==> src/rtl/nx_msg_arbiter.sv <==
// nx_msg_arbiter
// ---------------------------------------------------------------------------
// Output-side scheduler for a node's message network. Two message streams,
// bypass (forwarded/broadcast traffic from the decoder) and emit (locally
// generated signal-state messages), are merged onto four registered
// outbound links N/E/S/W (0..3). Each message is routed by its 2-bit
// direction field. When both sources target the same link in the same
// cycle, a per-link round-robin pointer chooses the winner.
//
// Handshake: a word moves on any channel in a cycle where valid && ready
// are both high at the rising edge. A source that is valid but not ready
// must hold data and dir stable; the arbiter keeps no copy of rejected
// requests. Ready outputs are combinational from valid, dir and
// outbound_ready_i.
//
// Optional build macro: NX_MSG_ARB_BYPASS_PRIO_EN
//   defined   -> fixed priority, bypass always wins contention, no pointers
//   undefined -> per-link round-robin (default)
//
// Ports:
//   clk_i, rst_i          clock, synchronous active-high reset
//   idle_o                no input valid and no outbound word pending
//   bypass_*_i / _o       bypass stream: data, dir, valid, ready
//   emit_*_i / _o         emit stream:   data, dir, valid, ready
//   outbound_data_o       link d at [d*STREAM_WIDTH +: STREAM_WIDTH]
//   outbound_valid_o      per-link valid
//   outbound_ready_i      per-link ready from the neighbour
// ---------------------------------------------------------------------------
module nx_msg_arbiter #(
  parameter int STREAM_WIDTH = 32
) (
  input  logic                      clk_i,
  input  logic                      rst_i,
  output logic                      idle_o,
  input  logic [STREAM_WIDTH-1:0]   bypass_data_i,
  input  logic [1:0]                bypass_dir_i,
  input  logic                      bypass_valid_i,
  output logic                      bypass_ready_o,
  input  logic [STREAM_WIDTH-1:0]   emit_data_i,
  input  logic [1:0]                emit_dir_i,
  input  logic                      emit_valid_i,
  output logic                      emit_ready_o,
  output logic [4*STREAM_WIDTH-1:0] outbound_data_o,
  output logic [3:0]                outbound_valid_o,
  input  logic [3:0]                outbound_ready_i
);

  logic [STREAM_WIDTH-1:0] data_q [4];
  logic [STREAM_WIDTH-1:0] data_d [4];
  logic [3:0]              valid_q, valid_d;
  logic [3:0]              link_free;
  logic [3:0]              req_byp, req_emt;
  logic [3:0]              gnt_byp, gnt_emt;

`ifndef NX_MSG_ARB_BYPASS_PRIO_EN
  // last_q[d]: source that last won link d (0 = bypass, 1 = emit).
  logic [3:0]              last_q, last_d;
`endif

  always_comb begin
    link_free = '0;
    req_byp   = '0;
    req_emt   = '0;
    gnt_byp   = '0;
    gnt_emt   = '0;
    for (int d = 0; d < 4; d++) begin
      // Same-cycle drain: a link whose word is being taken can refill now.
      link_free[d] = !valid_q[d] || outbound_ready_i[d];
      req_byp[d]   = bypass_valid_i && (bypass_dir_i == 2'(d));
      req_emt[d]   = emit_valid_i && (emit_dir_i == 2'(d));
`ifdef NX_MSG_ARB_BYPASS_PRIO_EN
      gnt_byp[d]   = link_free[d] && req_byp[d];
      gnt_emt[d]   = link_free[d] && req_emt[d] && !req_byp[d];
`else
      // On contention the source that did not win last time goes first.
      gnt_byp[d]   = link_free[d] && req_byp[d] && (!req_emt[d] || last_q[d]);
      gnt_emt[d]   = link_free[d] && req_emt[d] && (!req_byp[d] || !last_q[d]);
`endif
    end
  end

  // Each source targets exactly one link, so at most one bit can be set.
  assign bypass_ready_o = |gnt_byp;
  assign emit_ready_o   = |gnt_emt;

  always_comb begin
    valid_d = valid_q;
    for (int d = 0; d < 4; d++) begin
      data_d[d] = data_q[d];
      if (gnt_byp[d]) begin
        data_d[d]  = bypass_data_i;
        valid_d[d] = 1'b1;
      end else if (gnt_emt[d]) begin
        data_d[d]  = emit_data_i;
        valid_d[d] = 1'b1;
      end else if (outbound_ready_i[d]) begin
        valid_d[d] = 1'b0;
      end
    end
  end

`ifndef NX_MSG_ARB_BYPASS_PRIO_EN
  always_comb begin
    last_d = last_q;
    for (int d = 0; d < 4; d++) begin
      if (gnt_byp[d]) begin
        last_d[d] = 1'b0;
      end else if (gnt_emt[d]) begin
        last_d[d] = 1'b1;
      end
    end
  end

  always_ff @(posedge clk_i) begin
    if (rst_i) begin
      last_q <= 4'hF;   // emit "last won" so bypass takes the first contention
    end else begin
      last_q <= last_d;
    end
  end
`endif

  always_ff @(posedge clk_i) begin
    if (rst_i) begin
      valid_q <= '0;
      for (int d = 0; d < 4; d++) begin
        data_q[d] <= '0;
      end
    end else begin
      valid_q <= valid_d;
      for (int d = 0; d < 4; d++) begin
        data_q[d] <= data_d[d];
      end
    end
  end

  always_comb begin
    outbound_data_o = '0;
    for (int d = 0; d < 4; d++) begin
      outbound_data_o[d*STREAM_WIDTH +: STREAM_WIDTH] = data_q[d];
    end
  end

  assign outbound_valid_o = valid_q;
  assign idle_o = !bypass_valid_i && !emit_valid_i && !(|valid_q);

endmodule

==> config.mk <==
export PLATFORM = sky130hd
export DESIGN_NAME = nx_msg_arbiter
export DESIGN_NICKNAME = d
export VERILOG_FILES = /design/src/rtl/nx_msg_arbiter.sv
export SDC_FILE = /design/constraint.sdc
export NUM_CORES = 1
export LEC_CHECK = 0
export BUFFER_PORTS_ARGS = -buffer_cell sky130_fd_sc_hd__buf_4
export CAP_MARGIN = 20
export CORE_AREA = 2 2 118 120
export CTS_CLUSTER_SIZE = 10
export DETAILED_ROUTE_END_ITERATION = 8
export DIE_AREA = 0 0 120 122
export MAX_ROUTING_LAYER = met4
export PLACE_DENSITY = 0.75
export RECOVER_POWER = 100
export SYNTH_ARGS = -nofsm -noshare
export SYNTH_HDL_FRONTEND = slang
export SYNTH_SLANG_ARGS = --single-unit
==> constraint.sdc <==
create_clock -name clk_i -period 2.65 [get_ports clk_i]
set_input_delay 0.795 -clock clk_i [delete_from_list [all_inputs] [get_ports clk_i]]
set_output_delay 0.795 -clock clk_i [all_outputs]
set_load 0.02 [all_outputs]
==> results of run 1 <==
power by group through the flow:
stage / sequential, mW / combinational [mW] / clock, mW
5_1_grt: 2.32 / 1.12 / 2.34
6_report: 2.30 / 1.03 / 2.23
3_3_place_gp: 2.34 / 1.14 / 0
4_1_cts: 2.31 / 1.16 / 2.25
2_1_floorplan: 2.53 / 0.431 / 0
3_5_place_dp: 2.35 / 1.15 / 0
cells by family (layout without fill, tap and decap cells):
group	after synthesis	after routing	synth area share
buffers and inverters	63	266	0.05540
and+or+nand+nor	391	391	0.2738
AOI/OAI and AO/OA	147	147	0.2053
DFF	136	136	0.4655
tightest hold or removal path: stages, from the launching register on:
cell      delay (ns)
dfxtp_1         0.30
nor2_1          0.09
a311oi_1        0.05
layer usage:
metal  wire (um)  global-route usage  vias up
met1        8255              0.3405     2912
li1            -                   -     3006
met4         318             0.08971        0
met3        1518             0.05805       26
met2        9130              0.4276      273
met5           0                   -        -
registers in the layout (all words and copies together) (netlist names):
signal / flops
outbound_valid_o: 4
last_q: 4
data_q: 128
final cells by class:
type / instances / area share
multi-input cells: 538 / 0.3705
clock inverters: 3 / 0.005213
clock buffers: 26 / 0.06631
inverters: 1 / 0.0004888
flip-flops and latches: 136 / 0.3545
well taps: 180 / 0.02933
repair buffers: 236 / 0.1737
worst max-delay path by stage:
stage	from	end	slack [ns]	cells past startpoint
6_report	emit_dir_i[0]	bypass_ready_o	0.02	7
5_1_grt	emit_dir_i[1]	emit_ready_o	-0.01	5
4_1_cts	emit_dir_i[0]	emit_ready_o	0.002	5
3_5_place_dp	emit_dir_i[1]	emit_ready_o	-0.01	5
3_3_place_gp	emit_dir_i[1]	emit_ready_o	0.004	5
2_1_floorplan	emit_dir_i[1]	emit_ready_o	-0.05	5
what timing repair did:
action	4_1_cts	5_1_grt
endpoints found under the setup margin	1	1
setup buffers	1	2
resized for setup	0	2
pin swaps	1	1
per-stage QoR:
| step | power [mW] | hold WS (ns) | setup TNS [ns] | cells | util |
|---|---|---|---|---|---|
| floorplan | 2.965 | 0.4764 | -0.05063 | 737 | - |
| global placement | 3.489 | 0.4882 | 0 | 1088 | 0.5647 |
| detailed placement | 3.504 | 0.4903 | -0.01100 | 1088 | 0.5647 |
| CTS | 5.721 | 0.4980 | 0 | 1118 | 0.6059 |
| global route | 5.783 | 0.5086 | -0.01912 | 1120 | 0.5687 |
| finish | 5.560 | 0.4944 | 0 | 1120 | 0.5687 |
cell usage in the layout (no fill, tap or decap), types with 2 or more instances in the layout:
master and instances:
buf_6 2, buf_12 5, a31oi_1 4, nand2b_1 7, and3_1 2, buf_4 91
o211ai_4 3, dfxtp_1 136, o21ai_0 4, o211a_1 2, nand3b_1 4, clkbuf_8 5
nand3_1 3, o22ai_1 32, clkbuf_2 5, nor3_1 33, nand4_1 2, clkbuf_1 136
nor2_1 131, clkbuf_16 17, nor2b_1 3, a311oi_1 96, a21oi_4 3, clkinv_2 2
and3b_1 2, nand2_1 199
==> out/metrics.cfg, run 1 <==
[outcome]
outcome=finished, final reports clean

[worst_setup_path]
critPathArrivalTime_ns=1.84
crit_path_max_incr_delay_ns=0.19
reg2reg_depth=5
regToRegStartpoint=last_q[2]
crit_path_end_kind=primary output
r2r_end=data_q[2][2]
r2r_slack_ns=0.72
startpoint_type=primary input
path_class=in -> out
slowest_stage=buf_4
critical_path.cell_chain=clkbuf_4, buf_4, nand3b_1, buf_4, o211ai_4, nand4_1, buf_4
crit_buf_inv=4
path_max_fanout=5
cp.required_ns=1.86
crit_family=buffers and inverters
path_common_cell=buf_4

[layout]
seq_area_mm2=0.002723
multi_input_area_mm2=0.002845
areaGrowthSynthToFinish_pct=31.29
drive_above_1_share=0.1457
antenna_cells=0
fin_area_mm2=0.007680
fin_nets=1006
n_fill_cell=1346

[pwr]
leakage_nw=3.044
irDropWorstVdd_v=0.0003639
switching_share=0.2876
p_int_mw=3.961
seq_power_share=0.414
p_clk_frac=0.401
pwr-share-comb=0.185
p_sw_mw=1.599
p_per_area_mw_per_mm2=723.9

[placement]
gp_congestion=0.8767
dp_hpwl_um=12080
place_area_mm2=0.007626
port_buffers=210
place_ws_ns=-0.01100

[synth]
ys_warn_count=0
synthTopCellsByCount=nand2_1, dfxtp_1, nor2_1, a311oi_1, nor3_1
yosys-top-cells-area=dfxtp_1, a311oi_1, nand2_1, nor2_1, o22ai_1
ys_seq_area_frac=0.4655
synth_cell_types=32
ys_seq_elements=136
async_flop_share=0
netlist_instances=737
synth_most_common_cell=nand2_1
syn_avg_cell_area_um2=7.937
synth_area_mm2=0.005849
syn_nets=813
synth_top_area_cell=dfxtp_1
synth-edff-count=0
ys.flop_type=dfxtp_1
yosysTopAreaCellShare=0.4655

[clocking]
cts_hold_buffers=0
clock_latency_ns=0.42
cts_max_path_buffers=2
cts_tree=done
clk_root_buffer_cell=clkbuf_16
clock-sinks=136
htree_levels=4
clk_pin_slew_ns=0.05
numCtsBuffers=17

[route]
firstDrtPassIters=5
drt_iter0_drc=620
num_vias=6217
drc=0
routed_via_density=5.551
routedWlPerCell_um=17.16
antenna_left=0
wl_um=19220

[hold_path]
hold_depth=2
worstHoldPathType=reg -> reg
worstHoldEndpoint=data_q[3][17]
min_from=data_q[3][17]

[sta]
fin_skew_ns=0.005912
report.final.slew_viol_count=0
rsz0062_at_grt=yes
period_minus_slack_ns=2.630
fmax_mhz=380.2
setup-violations-final=0
final.setup.worst_slack_ns=0.01995
finalHoldViolCount=0
tightest_slew_ns=1.090
slew_headroom=0.2736
post-route-period-util=0.9925

[global_routing]
grt_start_max_net_pins=65
grt-ovfl-total=0
grt_pass1_vias=5615
grt_pass1_wl_um=29840
antenna_found_initial=0
grt_use_total=0.2687

[die]
rows=43
ios=211
start_util=0.4332
die_w_um=120
dieArea_mm2=0.01464
core_mm2=0.01350
die_h_um=122

[job]
maxCapViolations=0

Power figures use the tool's default switching activity.
==> inputs of run 2 (changes only) <==
==> constraint.sdc (replaced) <==
create_clock -name clk_i -period 2.65 [get_ports clk_i]
set_input_delay 0.1325 -clock clk_i [delete_from_list [all_inputs] [get_ports clk_i]]
set_output_delay 0.1325 -clock clk_i [all_outputs]
set_load 0.02 [all_outputs]
==> out/metrics.cfg, run 2 (synthesis gave the netlist of run 1 again) <==
[outcome]
outcome=finished, final reports clean

[sta]
tightest_slew_ns=0.9469
fin_skew_ns=0.006404
finalHoldViolCount=0
setup-violations-final=0
fmax_mhz=409.2
setup_tns_ns=0
slew_headroom=0.3687
post-route-period-util=0.9222
report.final.slew_viol_count=0
rsz0062_at_grt=no
period_minus_slack_ns=2.444

[clocking]
cts_max_path_buffers=2
htree_levels=4
numCtsBuffers=17
clk_root_buffer_cell=clkbuf_16
clock_latency_ns=0.42
post_cts_buffers=0
clk_pin_slew_ns=0.06
clock-sinks=136
cts_tree=done

[route]
num_vias=6418
antenna_left=0
firstDrtPassIters=6
wl_um=20280
drt_iter0_drc=595
routedWlPerCell_um=17.47
routed_via_density=5.528
drc=0

[pwr]
irDropWorstVdd_v=0.0004651
power_mw=6.140
leakage_nw=3.270
p_per_area_mw_per_mm2=748.6

[layout]
antenna_cells=0
seq_area_mm2=0.002723
fin_area_mm2=0.008203
fin_cells=1161
final_cell_mix=nand2_1, clkbuf_1, dfxtp_1, nor2_1, a311oi_1
regMostFlops=data_q
areaGrowthSynthToFinish_pct=40.24
largest_reg_flops=128
fin_nets=1044
n_fill_cell=1308
drive_above_1_share=0.1315
multi_input_area_mm2=0.002848
final_common_cell=nand2_1

[job]
maxCapViolations=0

[die]
die_h_um=122
start_util=0.4332
die_w_um=120
dieArea_mm2=0.01464
rows=43
core_mm2=0.01350
ios=211

[global_routing]
grt-ovfl-total=0
grt_pass1_wl_um=31550
antenna_found_initial=0
grt_start_max_net_pins=82
grt_use_total=0.2815
grt_pass1_vias=6003

[placement]
dp_cells=1082
gp_congestion=0.8067
place_area_mm2=0.007567
dp_hpwl_um=12550
port_buffers=210

[hold_path]
hold_depth=3
worstHoldPathType=in -> reg

[worst_setup_path]
critPathArrivalTime_ns=2.81
cp.required_ns=3.02
crit_path_end_kind=flop
path_class=reg -> reg
startpoint_type=flop
path_max_fanout=32
reg2reg_depth=6

run 2: changes by cell type in the layout (fill, tap and decap cells not counted), moves of 2 or more:
cell           change
dlygate4sd3_1     +47
buf_6              -2
buf_4              -9
clkinv_4           +2
bufinv_16          +5
clkbuf_1           +2
clkbuf_2           -2
clkinvlp_4         +2
clkbuf_8           -2
run 2: final cells by class:
| cell class | instances | area share |
|---|---|---|
| Clock inverter | 11 | 0.02654 |
| Inverter | 1 | 0.0004576 |
| Timing Repair Buffer | 274 | 0.2091 |
| Tap cell | 180 | 0.02746 |
| Sequential cell | 136 | 0.3319 |
| Clock buffer | 21 | 0.05735 |
| Multi-Input combinational cell | 538 | 0.3472 |
run 2: where the power goes:
group	switching, mW	internal [mW]	leakage, nW	total (mW)
Sequential	0.0970	2.21	1.12	2.31
Combinational	0.691	0.391	1.82	1.08
Clock	0.908	1.84	0.329	2.75
Total	1.70	4.44	3.27	6.14
run 2: worst paths after layout:
kind | startpoint | end | slack (ns)
max | outbound_valid_o[1] | data_q[1][9] | 0.21
min | bypass_data_i[24] | data_q[1][24] | 0.01
max reg2reg | outbound_valid_o[1] | data_q[1][9] | 0.21
min reg2reg | data_q[2][6] | data_q[2][6] | 0.50
run 2: routing by layer:
layer,track usage,wire (um),vias to the layer above
met4,0.09706,369,0
met2,0.4517,9840,307
li1,-,-,3082
met5,-,0,-
met3,0.06133,1645,31
met1,0.3520,8425,2998
run 2: critical path, cell delays in order (launching register included):
cell and delay [ns]:
dfxtp_1 0.33, nand2b_1 0.17, o211a_1 0.17, clkbuf_2 0.66, nand2_1 0.16, a311oi_1 0.32
dlygate4sd3_1 0.58
run 2: per-stage QoR:
stage	hold WS [ns]	utilization	worst slack, ns
2_1_floorplan	0.2848	-	1.156
3_3_place_gp	0.4263	0.5604	0.8400
3_5_place_dp	0.4368	0.5604	0.7767
4_1_cts	0.0001739	0.6462	0.3659
5_1_grt	0.01101	0.6074	0.08041
6_report	0.01204	0.6074	0.2063
run 2: timing repair:
item                      in CTS  in global routing
resized for setup              0                  0
hold buffers                  47                  0
hold endpoints to repair      51                  0
